`src/rtl/ternary_weight_loader_if.sv`:
```
// ----------------------------------------------------------------------------
// ternary_weight_loader_if
//
// Purpose: groups the weight-stream handshake, the commit control and the
// active weight outputs of ternary_weight_loader into a single bundle.
//
// Signals:
//   load_start    : abort and restart the current fill
//   w_valid       : w_val holds a weight
//   w_val         : signed ternary code (01 = +1, 00 = 0, 11 = -1, 10 illegal)
//   w_ready       : loader can accept a weight
//   commit        : copy the shadow bank to the active outputs
//   weight_zero   : active zero flags, 1 = weight is 0
//   weight_sign   : active sign flags, 1 = weight is negative
//   weights_valid : at least one commit has happened since reset
//   count         : number of shadow slots filled
//   err           : sticky illegal-code flag
//
// Modports:
//   master : the weight source (pin interface side)
//   slave  : the loader itself
// ----------------------------------------------------------------------------
interface ternary_weight_loader_if #(
    parameter int N_SYNAPSES = 8,
    parameter int CNT_W      = $clog2(N_SYNAPSES + 1)
) ();

    logic                    load_start;
    logic                    w_valid;
    logic signed [1:0]       w_val;
    logic                    w_ready;
    logic                    commit;
    logic [N_SYNAPSES-1:0]   weight_zero;
    logic [N_SYNAPSES-1:0]   weight_sign;
    logic                    weights_valid;
    logic [CNT_W-1:0]        count;
    logic                    err;

    modport master (
        output load_start,
        output w_valid,
        output w_val,
        output commit,
        input  w_ready,
        input  weight_zero,
        input  weight_sign,
        input  weights_valid,
        input  count,
        input  err
    );

    modport slave (
        input  load_start,
        input  w_valid,
        input  w_val,
        input  commit,
        output w_ready,
        output weight_zero,
        output weight_sign,
        output weights_valid,
        output count,
        output err
    );

endinterface

```
`src/rtl/ternary_weight_loader.sv`:
```
// ----------------------------------------------------------------------------
// ternary_weight_loader
//
// Purpose: streaming writer for the ternary synapse array. Signed 2-bit
// ternary weights arrive over a valid/ready handshake, are encoded into the
// zero/sign pair the synapse multipliers use, and collect in a shadow bank.
// A commit in the FULL state copies the whole bank to the active outputs in
// one edge, so the array never sees a partly loaded weight set.
//
// Ports:
//   clk  : sole clock, rising edge
//   rst  : asynchronous active-high reset
//   bus  : ternary_weight_loader_if.slave (handshake, commit, active weights,
//          fill count, error flag)
//
// Parameters:
//   N_SYNAPSES : number of weight slots (2..64)
//   CNT_W      : width of count
//
// Configuration macro:
//   TERNARY_ILLEGAL_CHECK_EN : when defined, an accepted code 2'b10 sets the
//   sticky err flag and is stored as weight 0. When undefined, err is tied to
//   0 and 2'b10 is encoded by the plain rule (treated as -1).
// ----------------------------------------------------------------------------
module ternary_weight_loader #(
    parameter int N_SYNAPSES = 8,
    parameter int CNT_W      = $clog2(N_SYNAPSES + 1)
) (
    input logic                     clk,
    input logic                     rst,
    ternary_weight_loader_if.slave  bus
);

    typedef enum logic {
        ST_LOAD = 1'b0,
        ST_FULL = 1'b1
    } state_t;

    state_t                  state_q;
    state_t                  state_d;

    logic                    w_ready_int;
    logic                    restart;
    logic                    do_commit;
    logic                    accept;
    logic                    last_slot;

    logic [CNT_W-1:0]        count_q;
    logic [N_SYNAPSES-1:0]   shadow_zero_q;
    logic [N_SYNAPSES-1:0]   shadow_sign_q;
    logic [N_SYNAPSES-1:0]   active_zero_q;
    logic [N_SYNAPSES-1:0]   active_sign_q;
    logic                    weights_valid_q;
    logic [1:0]              enc;

    // Returns {zero, sign} for one ternary code.
    function automatic logic [1:0] encode_weight(input logic signed [1:0] v);
        logic zero;
        logic sign;
        zero = (v == 2'sb00);
        sign = v[1] & ~zero;
`ifdef TERNARY_ILLEGAL_CHECK_EN
        // The illegal code is neutralised to a zero weight.
        if (v == 2'sb10) begin
            zero = 1'b1;
            sign = 1'b0;
        end
`endif
        return {zero, sign};
    endfunction

    assign enc       = encode_weight(bus.w_val);
    assign last_slot = (count_q == CNT_W'(N_SYNAPSES - 1));

    // ------------------------------------------------------------------------
    // FSM: state register
    // ------------------------------------------------------------------------
    always_ff @(posedge clk or posedge rst) begin
        if (rst) begin
            state_q <= ST_LOAD;
        end else begin
            state_q <= state_d;
        end
    end

    // ------------------------------------------------------------------------
    // FSM: next-state logic
    // ------------------------------------------------------------------------
    always_comb begin
        state_d = state_q;
        if (restart) begin
            state_d = ST_LOAD;
        end else begin
            case (state_q)
                ST_LOAD: if (accept && last_slot) state_d = ST_FULL;
                ST_FULL: if (bus.commit)          state_d = ST_LOAD;
                default:                          state_d = ST_LOAD;
            endcase
        end
    end

    // ------------------------------------------------------------------------
    // FSM: outputs and control strobes
    // load_start outranks commit, which outranks accept. In FULL w_ready is
    // low, so a commit can never coincide with an accept there.
    // ------------------------------------------------------------------------
    always_comb begin
        w_ready_int = (state_q == ST_LOAD);
        restart     = bus.load_start;
        do_commit   = bus.commit && (state_q == ST_FULL) && !restart;
        accept      = bus.w_valid && w_ready_int && !restart;
    end

    // ------------------------------------------------------------------------
    // Fill counter
    // ------------------------------------------------------------------------
    always_ff @(posedge clk or posedge rst) begin
        if (rst) begin
            count_q <= '0;
        end else if (restart || do_commit) begin
            count_q <= '0;
        end else if (accept) begin
            count_q <= count_q + 1'b1;
        end
    end

    // ------------------------------------------------------------------------
    // Shadow bank: slot count_q receives the encoded weight on accept.
    // ------------------------------------------------------------------------
    always_ff @(posedge clk or posedge rst) begin
        if (rst) begin
            shadow_zero_q <= '1;
            shadow_sign_q <= '0;
        end else if (accept) begin
            for (int i = 0; i < N_SYNAPSES; i++) begin
                if (count_q == CNT_W'(i)) begin
                    shadow_zero_q[i] <= enc[1];
                    shadow_sign_q[i] <= enc[0];
                end
            end
        end
    end

    // ------------------------------------------------------------------------
    // Active bank: changes only on a commit accepted in FULL.
    // ------------------------------------------------------------------------
    always_ff @(posedge clk or posedge rst) begin
        if (rst) begin
            active_zero_q   <= '1;
            active_sign_q   <= '0;
            weights_valid_q <= 1'b0;
        end else if (do_commit) begin
            active_zero_q   <= shadow_zero_q;
            active_sign_q   <= shadow_sign_q;
            weights_valid_q <= 1'b1;
        end
    end

`ifdef TERNARY_ILLEGAL_CHECK_EN
    logic err_q;

    // Sticky until reset; load_start and commit do not clear it.
    always_ff @(posedge clk or posedge rst) begin
        if (rst) begin
            err_q <= 1'b0;
        end else if (accept && (bus.w_val == 2'sb10)) begin
            err_q <= 1'b1;
        end
    end

    assign bus.err = err_q;
`else
    assign bus.err = 1'b0;
`endif

    assign bus.w_ready       = w_ready_int;
    assign bus.count         = count_q;
    assign bus.weight_zero   = active_zero_q;
    assign bus.weight_sign   = active_sign_q;
    assign bus.weights_valid = weights_valid_q;

endmodule
```
`src/flat_wrapper.sv`:
```
// flat-port wrapper written by rule: the top's interface ports become plain ports
module ternary_weight_loader_flat 
#(
    parameter int N_SYNAPSES = 8,
    parameter int CNT_W      = $clog2(N_SYNAPSES + 1)
)
  (clk, rst, bus_load_start, bus_w_valid, bus_w_val, bus_commit, bus_w_ready, bus_weight_zero, bus_weight_sign, bus_weights_valid, bus_count, bus_err);
  ternary_weight_loader_if #(.N_SYNAPSES(N_SYNAPSES), .CNT_W(CNT_W)) bus_i ();
  input logic clk;
  input logic rst;
  input wire logic [$bits(bus_i.load_start)-1:0] bus_load_start;
  input wire logic [$bits(bus_i.w_valid)-1:0] bus_w_valid;
  input wire logic [$bits(bus_i.w_val)-1:0] bus_w_val;
  input wire logic [$bits(bus_i.commit)-1:0] bus_commit;
  output wire logic [$bits(bus_i.w_ready)-1:0] bus_w_ready;
  output wire logic [$bits(bus_i.weight_zero)-1:0] bus_weight_zero;
  output wire logic [$bits(bus_i.weight_sign)-1:0] bus_weight_sign;
  output wire logic [$bits(bus_i.weights_valid)-1:0] bus_weights_valid;
  output wire logic [$bits(bus_i.count)-1:0] bus_count;
  output wire logic [$bits(bus_i.err)-1:0] bus_err;
  assign bus_i.load_start = bus_load_start;
  assign bus_i.w_valid = bus_w_valid;
  assign bus_i.w_val = bus_w_val;
  assign bus_i.commit = bus_commit;
  assign bus_w_ready = bus_i.w_ready;
  assign bus_weight_zero = bus_i.weight_zero;
  assign bus_weight_sign = bus_i.weight_sign;
  assign bus_weights_valid = bus_i.weights_valid;
  assign bus_count = bus_i.count;
  assign bus_err = bus_i.err;
  ternary_weight_loader #(.N_SYNAPSES(N_SYNAPSES), .CNT_W(CNT_W)) u_core (.clk(clk), .rst(rst), .bus(bus_i));
endmodule
```
`config.mk`:
```
export PLATFORM = sky130hd
export DESIGN_NAME = ternary_weight_loader_flat
export DESIGN_NICKNAME = d
export VERILOG_FILES = /design/src/rtl/ternary_weight_loader_if.sv /design/src/rtl/ternary_weight_loader.sv /design/src/flat_wrapper.sv
export SDC_FILE = /design/constraint.sdc
export NUM_CORES = 1
export LEC_CHECK = 0
export ABC_AREA = 1
export BUFFER_PORTS_ARGS = -buffer_cell sky130_fd_sc_hd__buf_4
export CAP_MARGIN = 20
export CORE_MARGIN = 10
export CORE_UTILIZATION = 40
export DETAILED_ROUTE_END_ITERATION = 10
export HOLD_SLACK_MARGIN = 0.08
export SKIP_CTS_REPAIR_TIMING = 1
export SYNTH_ARGS = -nofsm -noshare
export SYNTH_HDL_FRONTEND = slang
export SYNTH_SLANG_ARGS = --single-unit
```
`constraint.sdc`:
```
create_clock -name clk -period 1.27 [get_ports clk]
set_input_delay 0.1905 -clock clk [delete_from_list [all_inputs] [get_ports clk]]
set_output_delay 0.1905 -clock clk [all_outputs]
set_load 0.01 [all_outputs]
```
Word-level counts from Yosys, hierarchy flattened

Index checks and enable logic that the tools add are counted.

$add $sub $neg: 1
Equality and inequality tests: 7
Multiplexer cells: 6
Bitwise operators: 3
Reductions and logical operators: 18

Operator list:

| kind                | number |
|---|---|
| $eq 4x3->1 const B  | 4 |
| $reduce_and 2->1    | 8 |
| $eq 4x2->1 const B  | 2 |
| $mux 4              | 2 |
| $logic_and 1x1->1   | 5 |
| $add 4x1->4 const B | 1 |
| $eq 4x1->1 const B  | 1 |
| $logic_not 4->1     | 1 |
| $mux 1              | 3 |
| $logic_not 2->1     | 1 |
| $not 1->1           | 2 |
| $pmux 1 s2          | 1 |
| $reduce_bool 2->1   | 1 |
| $and 1x1->1         | 1 |
| $logic_not 1->1     | 1 |
| $logic_or 1x1->1    | 1 |

Flip-flop bits (word level): 38
Output and inout bits: 23
Logic and storage cells: 56

Longest topological paths before layout

Word-level depth: 7
Gate-level depth with buffers: 6
Gate-level depth less buffers: 6

Worst setup path before layout

OpenSTA, ideal clock, no wires.

Path kind: flip-flop to flip-flop
From: reg u_core.count_q[0] (netlist: u_core.bus.count[0])
To: reg u_core.shadow_sign_q[6]
Setup time: 0.127 ns
Data arrival time: 1.038 ns
Required time: 1.143 ns
Path slack: 0.104 ns
Stages on the path, launching flop included: 6
Buffers on the path: 0
Period minus slack after synthesis: 1.166 ns
Path through: dfrtp_1 -> inv_1 -> ha_1 -> nand2_1 -> nor2_1 -> o21ai_0

Word-level cells in the longest chain between the ends: 2

RTL lines:

| element                           | RTL line                     | RTL |
|---|---|---|
| start, declared                   | ternary_weight_loader.sv:48  | `logic [CNT_W-1:0] count_q;` |
| start signal, assigned            | ternary_weight_loader.sv:123 | `count_q <= count_q + 1'b1;` |
| $eq 4x3->1                        | ternary_weight_loader.sv:136 | `if (count_q == CNT_W'(i)) begin` |
| $reduce_and 2->1 (no source line) | --                           |  |
| end signal, assigned by index     | ternary_weight_loader.sv:138 | `shadow_sign_q[i] <= enc[0];` |
| end, declared                     | ternary_weight_loader.sv:50  | `logic [N_SYNAPSES-1:0] shadow_sign_q;` |

No other way between the ends.
A chain may end at the register's enable or synchronous reset.

Worst setup path in the final report

From: reg u_core.state_q
To: reg u_core.count_q[3] (netlist: u_core.bus.count[3])

Word-level cells in the longest chain between the ends: 4
Elaborated cells between the ends (all ways): 8
Those cells by class: mux: 1; bitwise: 1; reduce/logical: 6

RTL lines:

| element                                               | RTL line                                                   | RTL |
|---|---|---|
| start, declared                                       | ternary_weight_loader.sv:39                                | `state_t state_q;` |
| start signal, assigned                                | ternary_weight_loader.sv:82                                | `state_q <= state_d;` |
| $logic_and 1x1->1 or $not 1->1 (tied branches)        | ternary_weight_loader.sv:110, ternary_weight_loader.sv:108 |  |
| $logic_and 1x1->1, on equally long branches           | ternary_weight_loader.sv:110, ternary_weight_loader.sv:111 |  |
| $logic_or 1x1->1 or $logic_and 1x1->1 (tied branches) | ternary_weight_loader.sv:120, ternary_weight_loader.sv:111 |  |
| $mux 4 or $reduce_bool 2->1 (tied branches)           | --                                                         |  |

Several ways; a longest one is shown, not always the timed one.

==> flow_metrics.tcl <==
set metrics [dict create \
    area.growth.synth_to_final_pct 32.1 \
    dpl-instance-area_um2 1960 \
    vias 1327 \
    die_x_um 84.8 \
    start_util_pct 41.7 \
    synth_area_um2 1680 \
    path_max_fanout 6 \
    ant_nets 0 \
    critPathKind "reg2reg" \
    finish.utilization_pct 55.2 \
    finalMaxSlewViolations 0 \
    end_kind "flop" \
    p_clk_share_pct 44.2 \
    rsz0062_at_grt "yes" \
    power_density_nw_per_um2 1270 \
    first_pass_iters 4 \
    worstPathArrival_ns 1.39 \
    drv_cap 0 \
    p_leak_nw 1.06 \
    hold_path_class "in2reg" \
    syn_nets 196 \
    p_int_mw 2.24 \
    core_um2 4030 \
    antenna_cells 0 \
    cts_buffers 5 \
    cts_root_buf "clkbuf_8" \
    drt_iter0_markers 70 \
    worstSkewPairLatency_ns 0.29 \
    p_sw_share_pct 20.8 \
    cts_tree "built" \
    gr-total-overflow 0 \
    port_buffers 28 \
    grt_pass1_wl_mm 6.01 \
    fin_hold_ws_ns 0.129 \
    avgSynthCellArea_um2 9.09 \
    seq_area_frac_synth_pct 57.7 \
    antenna_found_initial 0 \
    synth.distinct_cells 22 \
    slowest_stage "dfrtp_1" \
    period_needed_ns 1.22 \
    p_sw_uw 586 \
    drc 0 \
    combPwrFrac_pct 8.4 \
    fmax_ghz 0.820 \
    nNetsFinal 238 \
    design_area_um2 2220 \
    cp_cell_sequence "inv_2, nand2_4, nor2_4, buf_4, nand3_1, nand2_1, nor2_1" \
    cp_num_buf_inv 2 \
    place_hpwl_mm 2.49 \
    cpLargestDelayFamily "simple AND/OR/NAND/NOR gates" \
    drt-wirelength-per-cell_um 12.7 \
    required_ns 1.44 \
    start_kind "flop" \
    slowest_delay_ns 0.42 \
    setup_violations 0 \
    fp-row-count 23 \
    ys_ff_latch 38 \
    synth_cells 185 \
    pwr-share-seq_pct 47.3 \
    status "finished, final reports clean" \
    num_io_pins 30 \
    clockBufferDepth 2 \
    drive_gt1_share_pct 37.3 \
    drt-total-wl_mm 3.52 \
    grt_max_degree 39 \
    first_global_vias 1285 \
    grt_usage_pct 9.92 \
    clkSinkCount 38 \
    routed_via_density 4.77 \
    fin_crit_sh_pct 96.0 \
    fp.dieH_um 84.8 \
    hold_violations 0 \
    htreeDepth 2 \
    ir_drop_mv 0.670 \
    clkTransAtPathRegs_ns 0.07 \
    ys_warn_count 0 \
    fin_total_pwr_mw 2.82 \
    place_congestion 0.877 \
    fillers 380 \
    dieArea_um2 7200 \
    fin_skew_ns 0.00694 \
]
[power groups by stage]
stage          clock network [mW]  logic, mW  registers, mW
2_1_floorplan                   0      0.129           1.35
3_3_place_gp                    0      0.209           1.35
3_5_place_dp                    0      0.216           1.36
4_1_cts                      1.27      0.217           1.34
5_1_grt                      1.34      0.275           1.35
6_report                     1.25      0.238           1.34
[synth_stat cells]
master    instances  area, um^2
inv_1            22        82.6
nand3_1           9        45.0
dfrtp_1          22         551
o21ai_1           3        15.0
buf_4             2        15.0
nand4_1           6        37.5
nor2_2            3        18.8
xor2_1            1        8.76
nand2_1          49         184
ha_1              4        50.1
nor2_1            9        33.8
inv_2             2        7.51
o21ai_0          24         120
dfstp_2          16         420
nand2_2           1        6.26
conb_1            1        3.75
a21oi_1           2        10.0
buf_6             1        11.3
nand3_2           2        20.0
clkbuf_1          1        3.75
nor2_4            2        22.5
buf_2             3        15.0
[state kept, by name, indices dropped and copies added (netlist names)]
name / cells
u_core.bus.weight_sign: 8
u_core.bus.weight_zero: 8
u_core.shadow_sign_q: 8
u_core.shadow_zero_q: 8
u_core.bus.count: 4
u_core.bus.weights_valid: 1
u_core.state_q: 1
[worst paths after layout]
path,start,end,slack [ns],cells after the start
min in group asynchronous,rst,u_core.shadow_sign_q[0],0.51,4
max in group asynchronous,rst,u_core.shadow_zero_q[4],0.50,4
worst max register to register,u_core.state_q,u_core.bus.count[3],0.05,7
worst max-delay path,u_core.state_q,u_core.bus.count[3],0.05,7
worst min-delay path,bus_load_start,u_core.state_q,0.13,2
worst min register to register,u_core.shadow_zero_q[2],u_core.shadow_zero_q[2],0.46,2
[routing by layer]
| layer | routed length (um) | track usage (%) | up-vias |
|---|---|---|---|
| met3 | 201 | 4.21 | 6 |
| met2 | 1600 | 15.5 | 31 |
| li1 | - | - | 668 |
| met5 | 0 | 0 | - |
| met4 | 40 | 3.14 | 0 |
| met1 | 1680 | 12.1 | 622 |
[logic make-up (layout without fill, tap and decap cells)]
family                     count (synthesis)  count (layout)  synth area share [%]
buffers and inverters                     31              73                  8.04
other                                      1               1                 0.223
DFF                                       38              38                  57.7
xor gates and xnor gates                   1               1                 0.521
and+or+nand+nor                           81              82                  21.9
adders and majority gates                  4               4                  2.98
AOI/OAI and AO/OA                         29              29                  8.63
[metrics by stage]
stage | TNS [ns] | std cells | setup slack, ns
after global routing | -0.0876 | 278 | -0.0209
after CTS | -0.00328 | 268 | -0.00328
final | 0 | 278 | 0.0505
after floorplan | 0 | 185 | 0.104
after detailed placement | 0 | 260 | 0.00740
after global placement | 0 | 260 | 0.0878
[cells in the final DEF, fill, tap and decap left out, types with 2 or more instances in the layout]
| master | netlist | final |
|---|---|---|
| nor2_1 | 9 | 6 |
| clkbuf_8 | 0 | 6 |
| buf_4 | 2 | 38 |
| inv_2 | 2 | 3 |
| nand3_1 | 9 | 9 |
| dfrtp_1 | 22 | 20 |
| inv_1 | 22 | 21 |
| dfrtp_2 | 0 | 2 |
| o21ai_0 | 24 | 22 |
| dfstp_2 | 16 | 16 |
| bufinv_16 | 0 | 2 |
| nand2_1 | 49 | 49 |
| ha_2 | 0 | 3 |
| nand4_1 | 6 | 6 |
| nor2_2 | 3 | 6 |
| o21ai_1 | 3 | 5 |
| buf_12 | 0 | 2 |
| nor2_4 | 2 | 3 |
[layout make-up]
class / instances / area [um^2] / area share (%)
inverter: 24 / 90.1 / 4.05
sequential: 38 / 973 / 43.8
clock inverter: 2 / 60.1 / 2.70
clock buffer: 6 / 82.6 / 3.72
timing repair buffer: 41 / 335 / 15.1
tap: 50 / 62.6 / 2.82
multi-input combinational: 117 / 618 / 27.8
(Power assumes the default switching activity.)
